[src/rtl/mac_acc.sv]
// mac_acc: binary-activation multiply-accumulate stage.
// Accumulates n_terms (activation bit, signed weight) beats onto a signed
// bias with per-step saturation, then publishes the sum on agg_data.
//
// Handshake: a beat transfers on a rising edge where in_valid and in_ready
// are both high. in_ready depends only on the FSM state, never on in_valid.
// out_valid is a one-cycle pulse that coincides with each agg_data update.
module mac_acc #(
  parameter int agg_width = 12,
  parameter int wt_width  = 4,
  parameter int n_terms   = 16
) (
  input  logic                 clk,
  input  logic                 rst,
  input  logic                 start,
  input  logic [agg_width-1:0] bias_in,
  input  logic                 in_valid,
  output logic                 in_ready,
  input  logic                 act_in,
  input  logic [wt_width-1:0]  wt_in,
  output logic [agg_width-1:0] agg_data,
  output logic                 out_valid,
  output logic                 sat_flag,
  output logic                 busy,
  output logic [1:0]           dbg_state
);

  localparam int cnt_w = $clog2(n_terms);
  localparam logic [cnt_w-1:0] last_cnt = cnt_w'(n_terms - 1);

  typedef enum logic [1:0] {
    IDLE  = 2'd0,
    ACCUM = 2'd1,
    DONE  = 2'd2
  } state_t;

  state_t               state;
  state_t               state_nxt;
  logic [agg_width-1:0] acc;
  logic [cnt_w-1:0]     cnt;
  logic                 beat_ok;

  // Saturating add, computed one bit wider than the accumulator.
  logic [agg_width:0]   addend;
  logic [agg_width:0]   sum_ext;
  logic                 ovf;
  logic [agg_width-1:0] acc_nxt;

  assign beat_ok   = in_valid & in_ready;
  assign dbg_state = state;

  // Sign-extend the gated weight, add, and clamp on overflow.
  always_comb begin
    addend  = '0;
    sum_ext = '0;
    ovf     = 1'b0;
    acc_nxt = acc;
    if (act_in) begin
      addend = {{(agg_width + 1 - wt_width){wt_in[wt_width-1]}}, wt_in};
    end
    sum_ext = {acc[agg_width-1], acc} + addend;
    ovf     = sum_ext[agg_width] ^ sum_ext[agg_width-1];
    if (ovf) begin
      // Top bit of the wide sum is the true sign: negative clamps to min.
      acc_nxt = sum_ext[agg_width] ? {1'b1, {(agg_width-1){1'b0}}}
                                   : {1'b0, {(agg_width-1){1'b1}}};
    end else begin
      acc_nxt = sum_ext[agg_width-1:0];
    end
  end

  // FSM state register.
  always_ff @(posedge clk or negedge rst) begin
    if (!rst) begin
      state <= IDLE;
    end else begin
      state <= state_nxt;
    end
  end

  // Next-state and state-decoded outputs.
  always_comb begin
    state_nxt = state;
    in_ready  = 1'b0;
    busy      = 1'b0;
    case (state)
      IDLE: begin
        if (start) state_nxt = ACCUM;
      end
      ACCUM: begin
        in_ready = 1'b1;
        busy     = 1'b1;
        if (beat_ok && (cnt == last_cnt)) state_nxt = DONE;
      end
      DONE: begin
        busy      = 1'b1;
        state_nxt = IDLE;
      end
      default: state_nxt = IDLE;
    endcase
  end

  // Datapath: accumulator, beat counter, sticky saturation, result register.
  always_ff @(posedge clk or negedge rst) begin
    if (!rst) begin
      acc       <= '0;
      cnt       <= '0;
      agg_data  <= '0;
      out_valid <= 1'b0;
      sat_flag  <= 1'b0;
    end else begin
      out_valid <= 1'b0;
      case (state)
        IDLE: begin
          if (start) begin
            acc      <= bias_in;
            cnt      <= '0;
            sat_flag <= 1'b0;
          end
        end
        ACCUM: begin
          if (beat_ok) begin
            acc <= acc_nxt;
            cnt <= cnt + cnt_w'(1);
            if (ovf) sat_flag <= 1'b1;
          end
        end
        DONE: begin
          agg_data  <= acc;
          out_valid <= 1'b1;
        end
        default: ;
      endcase
    end
  end

endmodule

[config.mk]
export PLATFORM = sky130hd
export DESIGN_NAME = mac_acc
export DESIGN_NICKNAME = d
export VERILOG_FILES = /design/src/rtl/mac_acc.sv
export SDC_FILE = /design/constraint.sdc
export NUM_CORES = 1
export LEC_CHECK = 0
export CORE_ASPECT_RATIO = 1.25
export CORE_MARGIN = 5
export CORE_UTILIZATION = 54
export CTS_BUF_LIST = sky130_fd_sc_hd__clkbuf_8
export DETAILED_ROUTE_END_ITERATION = 7
export PLACE_DENSITY = 0.85
export SETUP_SLACK_MARGIN = 0.5
export SYNTH_ARGS = -nofsm -noshare
export SYNTH_HDL_FRONTEND = slang
export SYNTH_SLANG_ARGS = --single-unit
[constraint.sdc]
create_clock -name clk -period 3.4 [get_ports clk]
set_input_delay 0.51 -clock clk [delete_from_list [all_inputs] [get_ports clk]]
set_output_delay 0.51 -clock clk [all_outputs]
set_load 0.03 [all_outputs]
==> reports/qor.yml, run 1 <==
clk_path_buf_depth: 2
vias: 1856
dp.cells: 294
crit_required_ns: 3.57
die_area_um2: 5190
synth_cells: 221
skew_ns: 0.00360
rsz0062_at_grt: "true"
hp-class: "register to register"
yosysUniqueCellTypes: 56
synth_most_common_cell: "dfrtp_1"
fmax_mhz: 352
cp-end-kind: "register"
dr.pass1.iters: 4
antenna_found_initial: 0
critPathKind: "input port to register"
cp_slowest_cell: "clkdlybuf4s50_1"
start_util_pct: 55.3
htree_levels: 2
slew_viol_final: 0
ys_async_sr_fraction_pct: 100
critPathArrivalTime_ns: 3.01
wl_per_cell_um: 18.0
worstReg2RegStart: "acc[9]"
io-pin-count: 39
ys_ff_latch: 32
post_dp_cell_area_um2: 2490
crit_start: "act_in"
ir_drop_v: 0.000624
gp_congestion: 0.924
rows: 25
synth_area_leaders: "dfrtp_1 (39%), mux2_2 (7.6%), nand2_1 (5.1%), ha_1 (4.2%), o21ai_0 (3.9%)"
clkLatencyLatePin_ns: 0.29
cts_root_buffer: "clkbuf_8"
grt_pass1_wl_um: 9020
grt_overflow: 0
crit_family: "compound AO/OA/AOI/OAI gates"
place.detailed.hpwl_um: 3820
synth.avg_cell_area_um2: 9.40
fin_cells: 302
finalSetupTns_ns: 0
leakage_nw: 1.14
setup_viol: 0
min_from: "agg_data[0]"
clkSinkCount: 32
yosysWarnings: 0
crit_top_cell: "nand2_1"
grt.total_usage_pct: 22.7
tightest_slew_ns: 0.757
grt_max_degree: 33
yosysTopAreaCell: "dfrtp_1"
path_cells: "clkdlybuf4s50_1, nand2_1, inv_1, ha_1, a21o_1, a21oi_4, mux2_2, nand2_1, maj3_1, o221ai_1, a221o_1"
synth_flop_cell: "dfrtp_1"
fp.dieH_um: 79.3
cts_tree: "built"
status: "complete, no violations"
synth_edf_count: 0
portBuffers: 38
core_region_area_um2: 3750
synth_common_cells: "dfrtp_1 (32), nand2_1 (28), o21ai_0 (16), mux2_2 (14)"
synth.cell_area_um2: 2080
period_needed_ns: 2.84
fin_util_pct: 69.9
drive_gt1_share_pct: 16.0
crit_fanout: 4
num_antenna_cells: 0
hold_viol: 0
fill_cells: 288
synth-seq-area-share_pct: 38.6
p_total_w: 0.00241
die-width_um: 65.5
synth.top_cell.area_share_pct: 38.6
fin_area_um2: 2620
drc_errors: 0
drtAntennaViolNets: 0
powerDensity_nw_per_um2: 919
cts_buffers: 5
totalWireLength_um: 5430
path_buf_inv: 2
multi_input_area_um2: 1220
clkSlewWorstSetupHoldPaths_ns: 0.07
syn_to_final_growth_pct: 26.3
synth_nets: 250
dr.first_iter.drc_count: 144
crit_path_start_kind: "input port"
grt_pass1_vias: 1907
vias_per_cell: 6.15
slowest_delay_ns: 0.52
drv_cap: 0
regArea_um2: 801
fin_nets: 290
relSlewSlack_pct: 49.4
timing.final.crit_share_pct: 83.5
## power by group
group	internal, W	switching, W
sequential	0.000547	0.000197
clock	0.000161	0.000147
combinational	0.000596	0.000762
total	0.00130	0.00111
## cell usage in the layout, fill, tap and decap left out, types with 5 or more instances in the layout
cell             instances
clkdlybuf4s50_1         38
dfrtp_1                 32
nand2_1                 28
o21ai_0                 16
mux2_2                  14
inv_1                   12
nor2_1                  11
a21oi_1                  9
ha_1                     7
clkbuf_8                 6
a22o_1                   5
## what timing repair did
action	in CTS	in global routing
hold buffers	0	0
hold endpoints to repair	0	0
resized for setup	1	7
buffers inserted	0	0
endpoints found under the setup margin	10	10
## sequential cells by signal, summed over array words and instances, names as in the netlist
signal     flops
sat_flag       1
out_valid      1
acc           12
cnt            4
agg_data      12
dbg_state      2
## routing by layer
layer / global-route usage (%) / wire (um) / vias to the layer above
met1: 27.9 / 2100 / 887
met2: 38.0 / 2870 / 69
met4: 9.96 / 206 / 0
met3: 4.53 / 257 / 19
li1: - / - / 881
met5: 0 / 0 / -
## layout make-up
type / instances / area share, %
Tap cell: 40 / 1.91
Inverter: 11 / 1.57
Timing Repair Buffer: 43 / 16.1
Clock buffer: 6 / 3.15
Multi-Input combinational cell: 168 / 46.4
Sequential cell: 32 / 30.5
Clock inverter: 2 / 0.429
## worst reg2reg max path: cells and delay by family, from the launching register on
kind | cells | cell delay (ns)
flip-flops | 1 | 0.53
buffers and inverters | 1 | 0.19
AO/OA/AOI/OAI | 3 | 0.69
AND/OR/NAND/NOR | 3 | 1.03
multiplexers | 1 | 0.12
## path summary, 6_finish.rpt
| check | to | slack (ns) | cells after the start |
|---|---|---|---|
| worst max-delay path | acc[9] | 0.56 | 11 |
| worst min-delay path | agg_data[0] | 0.51 | 1 |
| worst max register to register | acc[1] | 0.74 | 8 |
| worst min register to register | agg_data[0] | 0.51 | 1 |
| max in group asynchronous | agg_data[0] | 2.48 | 2 |
| min in group asynchronous | acc[7] | 0.63 | 2 |
## metrics by stage
step | setup slack [ns] | hold slack, ns
5_1_grt | 0.471 | 0.533
2_1_floorplan | 0.586 | 0.214
6_report | 0.561 | 0.505
3_3_place_gp | 0.222 | 0.488
3_5_place_dp | 0.0749 | 0.489
4_1_cts | 0.514 | 0.510
## kinds of logic after synthesis
family                   count (synthesis)  synth area share [%]
AND/OR/NAND/NOR                         76                  19.2
adder cells (fa/ha/maj)                  9                  5.66
AO/OA/AOI/OAI                           63                  21.4
XOR/XNOR                                 3                  1.27
flip-flops                              32                  38.6
multiplexers                            17                  9.22
buffers and inverters                   21                  4.64
Power figures use the tool's default switching activity.
==> run 2: changes to the inputs <==
==> constraint.sdc (replaced) <==
create_clock -name clk -period 2.9 [get_ports clk]
set_input_delay 0.435 -clock clk [delete_from_list [all_inputs] [get_ports clk]]
set_output_delay 0.435 -clock clk [all_outputs]
set_load 0.03 [all_outputs]
==> run 2 against run 1 <==
Utilization up 12 points. Global-route usage increased by 3.2 points. Wire length rose by 31%.
==> reports/qor.yml, run 2 (synthesized netlist as in run 1, its figures left out) <==
grt_max_degree: 33
vias: 2203
drc_errors: 0
critPathArrivalTime_ns: 2.68
htree_levels: 2
grt_pass1_wl_um: 10200
place.detailed.hpwl_um: 3960
core_region_area_um2: 3750
crit_family: "compound AO/OA/AOI/OAI gates"
ir_drop_v: 0.000812
start_util_pct: 55.3
drive_gt1_share_pct: 34.8
slew_viol_final: 0
clkSinkCount: 32
clk_path_buf_depth: 2
leakage_nw: 1.35
rows: 25
setup_viol: 0
skew_ns: 0.00686
portBuffers: 38
cp-end-kind: "register"
totalWireLength_um: 7120
cts_buffers: 5
powerDensity_nw_per_um2: 1080
final_common_cell: "buf_4"
dr.pass1.iters: 8
status: "complete, no violations"
fin_area_um2: 3060
critPathKind: "input port to register"
final_cell_mix: "buf_4 (36), clkdlybuf4s50_1 (35), dfrtp_1 (28)"
vias_per_cell: 6.50
io-pin-count: 39
hold_buffers: 0
path_buf_inv: 2
crit_fanout: 3
grt.total_usage_pct: 25.9
hp-class: "register to register"
die_area_um2: 5190
path_cells: "clkdlybuf4s50_1, and2_4, ha_4, a21oi_4, buf_4, mux2_4, nand2_2, maj3_2, o221ai_2, a221o_1"
largest_registers: "acc: 12 flops, agg_data: 12 flops, cnt: 4 flops"
slowest_delay_ns: 0.46
cp_slowest_cell: "clkdlybuf4s50_1"
dp.cells: 312
clkSlewWorstSetupHoldPaths_ns: 0.07
crit_path_start_kind: "input port"
post_dp_cell_area_um2: 2650
period_needed_ns: 2.51
clkLatencyLatePin_ns: 0.29
fmax_mhz: 399
crit_required_ns: 3.07
relSlewSlack_pct: 56.8
cts_tree: "built"
wl_per_cell_um: 21.0
drv_cap: 0
die-width_um: 65.5
rsz0062_at_grt: "true"
gp_congestion: 0.990
fin_cells: 339
num_antenna_cells: 0
timing.final.crit_share_pct: 86.5
cts_root_buffer: "clkbuf_8"
syn_to_final_growth_pct: 47.5
grt_pass1_vias: 2086
drtAntennaViolNets: 0
dr.first_iter.drc_count: 223
fin_nets: 327
antenna_found_initial: 0
hold_viol: 0
fp.dieH_um: 79.3
grt_overflow: 0
r2r_slack_ns: 0.41
tightest_slew_ns: 0.649
-- run 2: cell types whose count changed in the layout (fill, tap and decap cells not counted), sizes merged --
| cell | before | now |
|---|---|---|
| buf | 5 | 42 |
| clkinvlp | 1 | 0 |
| bufinv | 0 | 1 |
| clkbuf | 6 | 5 |
| clkinv | 0 | 1 |
| clkdlybuf4s50 | 38 | 35 |
| dlygate4sd2 | 0 | 1 |
| nand2 | 29 | 30 |
| clkdlybuf4s15 | 0 | 1 |
-- run 2: final cells by class --
type                       count  area (um2)
fill                         211         689
timing repair buffer          79         701
multi-input combinational    169        1360
inverter                      11        41.3
clock inverter                 3        38.8
tap                           40        50.0
sequential                    32         806
clock buffer                   5        68.8
-- run 2: metrics by stage --
step	hold WS [ns]	setup slack [ns]	util [%]	TNS [ns]	total power (W)
2_1_floorplan	0.139	0.489	-	0	0.00193
3_3_place_gp	0.491	-0.0617	70.5	-0.439	0.00248
3_5_place_dp	0.495	-0.144	70.5	-1.15	0.00251
4_1_cts	0.510	0.502	77.8	0	0.00307
5_1_grt	0.527	0.346	81.6	0	0.00347
6_report	0.507	0.393	81.6	0	0.00331
-- run 2: where the power goes --
part | total (W) | switching [W] | leakage [nW] | internal [W]
clock | 0.000426 | 0.000175 | 0.0593 | 0.000251
sequential | 0.000824 | 0.000177 | 0.403 | 0.000647
combinational | 0.00206 | 0.00115 | 0.888 | 0.000913
-- run 2: what timing repair did --
| action | 4_1_cts | 5_1_grt |
|---|---|---|
| gates cloned | 1 | 0 |
| pin swaps | 12 | 11 |
| resized for setup | 32 | 16 |
| setup endpoints to repair | 13 | 14 |
| setup buffers | 9 | 9 |
-- run 2: layer usage --
layer,share of wire [%],global-route usage (%)
met1,37,31.4
met2,51,44.2
met3,8.7,5.52
met4,3.6,10.4
met5,0,0
-- run 2: path summary, 6_finish.rpt --
kind,startpoint,to,depth (start not counted)
min reg2reg,agg_data[1],agg_data[1],1
max reg2reg,acc[5],acc[1],7
max,wt_in[2],acc[9],10
min in group asynchronous,rst,acc[11],2
min,agg_data[1],agg_data[1],1
max in group asynchronous,rst,acc[8],2
==> run 3: changes to the inputs <==
--- a/config.mk
+++ b/config.mk
@@ -7,10 +7,10 @@
 export LEC_CHECK = 0
 export CORE_ASPECT_RATIO = 1.25
 export CORE_MARGIN = 5
-export CORE_UTILIZATION = 54
+export CORE_UTILIZATION = 30
 export CTS_BUF_LIST = sky130_fd_sc_hd__clkbuf_8
 export DETAILED_ROUTE_END_ITERATION = 7
-export PLACE_DENSITY = 0.85
+export PLACE_DENSITY = 0.51
 export SETUP_SLACK_MARGIN = 0.5
 export SYNTH_ARGS = -nofsm -noshare
 export SYNTH_HDL_FRONTEND = slang
==> run 3 against run 2 <==
Wire length is 12% lower. Total power down 2.6%. Combinational power down 3%. Sequential power is 2.9% lower. Setup slack improved by 0.12 ns. Non-clock buffer count unchanged. Critical endpoint unchanged. Critical path depth is 4 lower. Register-to-register slack gained 0.10 ns. Utilization decreased by 36 points. Via count down 12%. Die area rose by 67%.
==> reports/qor.yml, run 3 (synthesized netlist as in run 1, its figures left out) <==
hold_buffers: 0
p_total_w: 0.00323
rsz0062_at_grt: "true"
fin_nets: 327
period_needed_ns: 2.39
slowest_delay_ns: 0.56
r2r_slack_ns: 0.51
critPathArrivalTime_ns: 2.56
crit_start: "acc[5]"
clkSlewWorstSetupHoldPaths_ns: 0.07
totalWireLength_um: 6270
fill_cells: 682
leakage_nw: 1.35
r2r_end: "acc[9]"
io-pin-count: 39
place.detailed.hpwl_um: 4450
rows: 34
drive_gt1_share_pct: 34.8
antenna_found_initial: 0
dr.pass1.iters: 4
cts_tree: "built"
slew_viol_final: 0
crit_fanout: 5
htree_levels: 2
worst_slack_ns: 0.511
worstReg2RegStart: "acc[5]"
regArea_um2: 805
wl_per_cell_um: 16.1
die_area_um2: 8700
tightest_slew_ns: 0.586
clkLatencyLatePin_ns: 0.29
hold_viol: 0
cp-end-kind: "register"
fmax_mhz: 419
start_util_pct: 30.3
ir_drop_v: 0.000791
fp.dieH_um: 103
status: "complete, no violations"
drtAntennaViolNets: 0
syn_to_final_growth_pct: 50.4
hold_depth: 1
clkSinkCount: 32
dpl_worst_slack_ns: -0.152
dr.first_iter.drc_count: 88
vias_per_cell: 4.99
critPathKind: "register to register"
drv_cap: 0
r2r_cells: 6
wl_met3_um: 250
powerDensity_nw_per_um2: 1030
grt_max_degree: 33
grt_pass1_wl_um: 10200
grt_overflow: 0
num_antenna_cells: 0
portBuffers: 38
crit_path_start_kind: "register"
grt_pass1_vias: 2024
timing.final.crit_share_pct: 82.4
setup_viol: 0
wl_met1_um: 2760
path_cells: "or4_4, or2_4, o32ai_4, maj3_2, o221ai_2, a221o_1"
grt.total_usage_pct: 15.0
met2_length_um: 3170
routed.top_layer: "met4"
min_from: "agg_data[5]"
vias: 1940
largest_registers: "acc: 12 flops, agg_data: 12 flops, cnt: 4 flops"
min_to: "agg_data[5]"
final_common_cell: "buf_4"
crit_family: "simple AND/OR/NAND/NOR gates"
multi_input_area_um2: 1350
drc_errors: 0
final_cell_mix: "buf_4 (36), clkdlybuf4s50_1 (34), dfrtp_1 (29)"
die-width_um: 84.4
relSlewSlack_pct: 60.9
path_buf_inv: 0
crit_required_ns: 3.08
cts_buffers: 5
cp_slowest_cell: "or4_4"
cts_root_buffer: "clkbuf_8"
hp-class: "register to register"
skew_ns: 0.00414
core_region_area_um2: 6850
gp_congestion: 0.875
clk_path_buf_depth: 2
run 3: worst max path at each step:
stage / end / slack (ns) / depth (start not counted)
detailed placement: acc[6] / -0.15 / 12
global placement: acc[9] / -0.13 / 11
global route: acc[9] / 0.45 / 6
CTS: acc[9] / 0.50 / 10
floorplan: acc[1] / 0.49 / 10
finish: acc[9] / 0.51 / 6
run 3: area by class of cell:
cell class                 count  share of cell area, %
inverter                      11                   1.32
timing repair buffer          79                   22.7
clock buffer                   5                   2.20
sequential                    32                   25.8
clock inverter                 3                   1.24
multi-input combinational    169                   43.1
tap                           90                   3.60
run 3: timing repair:
item / 4_1_cts / 5_1_grt
buffers inserted: 7 / 7
gates resized for setup: 38 / 11
setup endpoints to repair: 14 / 12
gates cloned: 1 / 0
pin swaps: 18 / 12
endpoints found under the hold margin: 0 / 0
run 3: report_power, final:
group	total, W	switching (W)	internal [W]
sequential	0.000800	0.000155	0.000646
clock	0.000427	0.000175	0.000251
combinational	0.00200	0.00107	0.000925
run 3: metal layers:
metal	vias to the layer above	global-route usage, %
met4	0	4.87
met5	-	0
met3	9	3.68
li1	963	-
met2	37	27.0
met1	931	17.7
run 3: worst register-to-register path, cell delays in order, from the launching register on:
cell and delay, ns:
dfrtp_2 0.44, or4_4 0.57, or2_4 0.28, o32ai_4 0.29, maj3_2 0.26, o221ai_2 0.08
a221o_1 0.36
run 3: stage by stage:
| stage | hold WS, ns | area, um2 | cells | TNS, ns | util [%] |
|---|---|---|---|---|---|
| after floorplan | 0.139 | 2100 | 221 | 0 | - |
| after global placement | 0.489 | 2750 | 366 | -0.692 | 40.2 |
| after detailed placement | 0.486 | 2750 | 366 | -1.12 | 40.2 |
| after CTS | 0.513 | 3040 | 382 | 0 | 44.4 |
| after global routing | 0.528 | 3120 | 389 | 0 | 45.6 |
| final | 0.505 | 3120 | 389 | 0 | 45.6 |
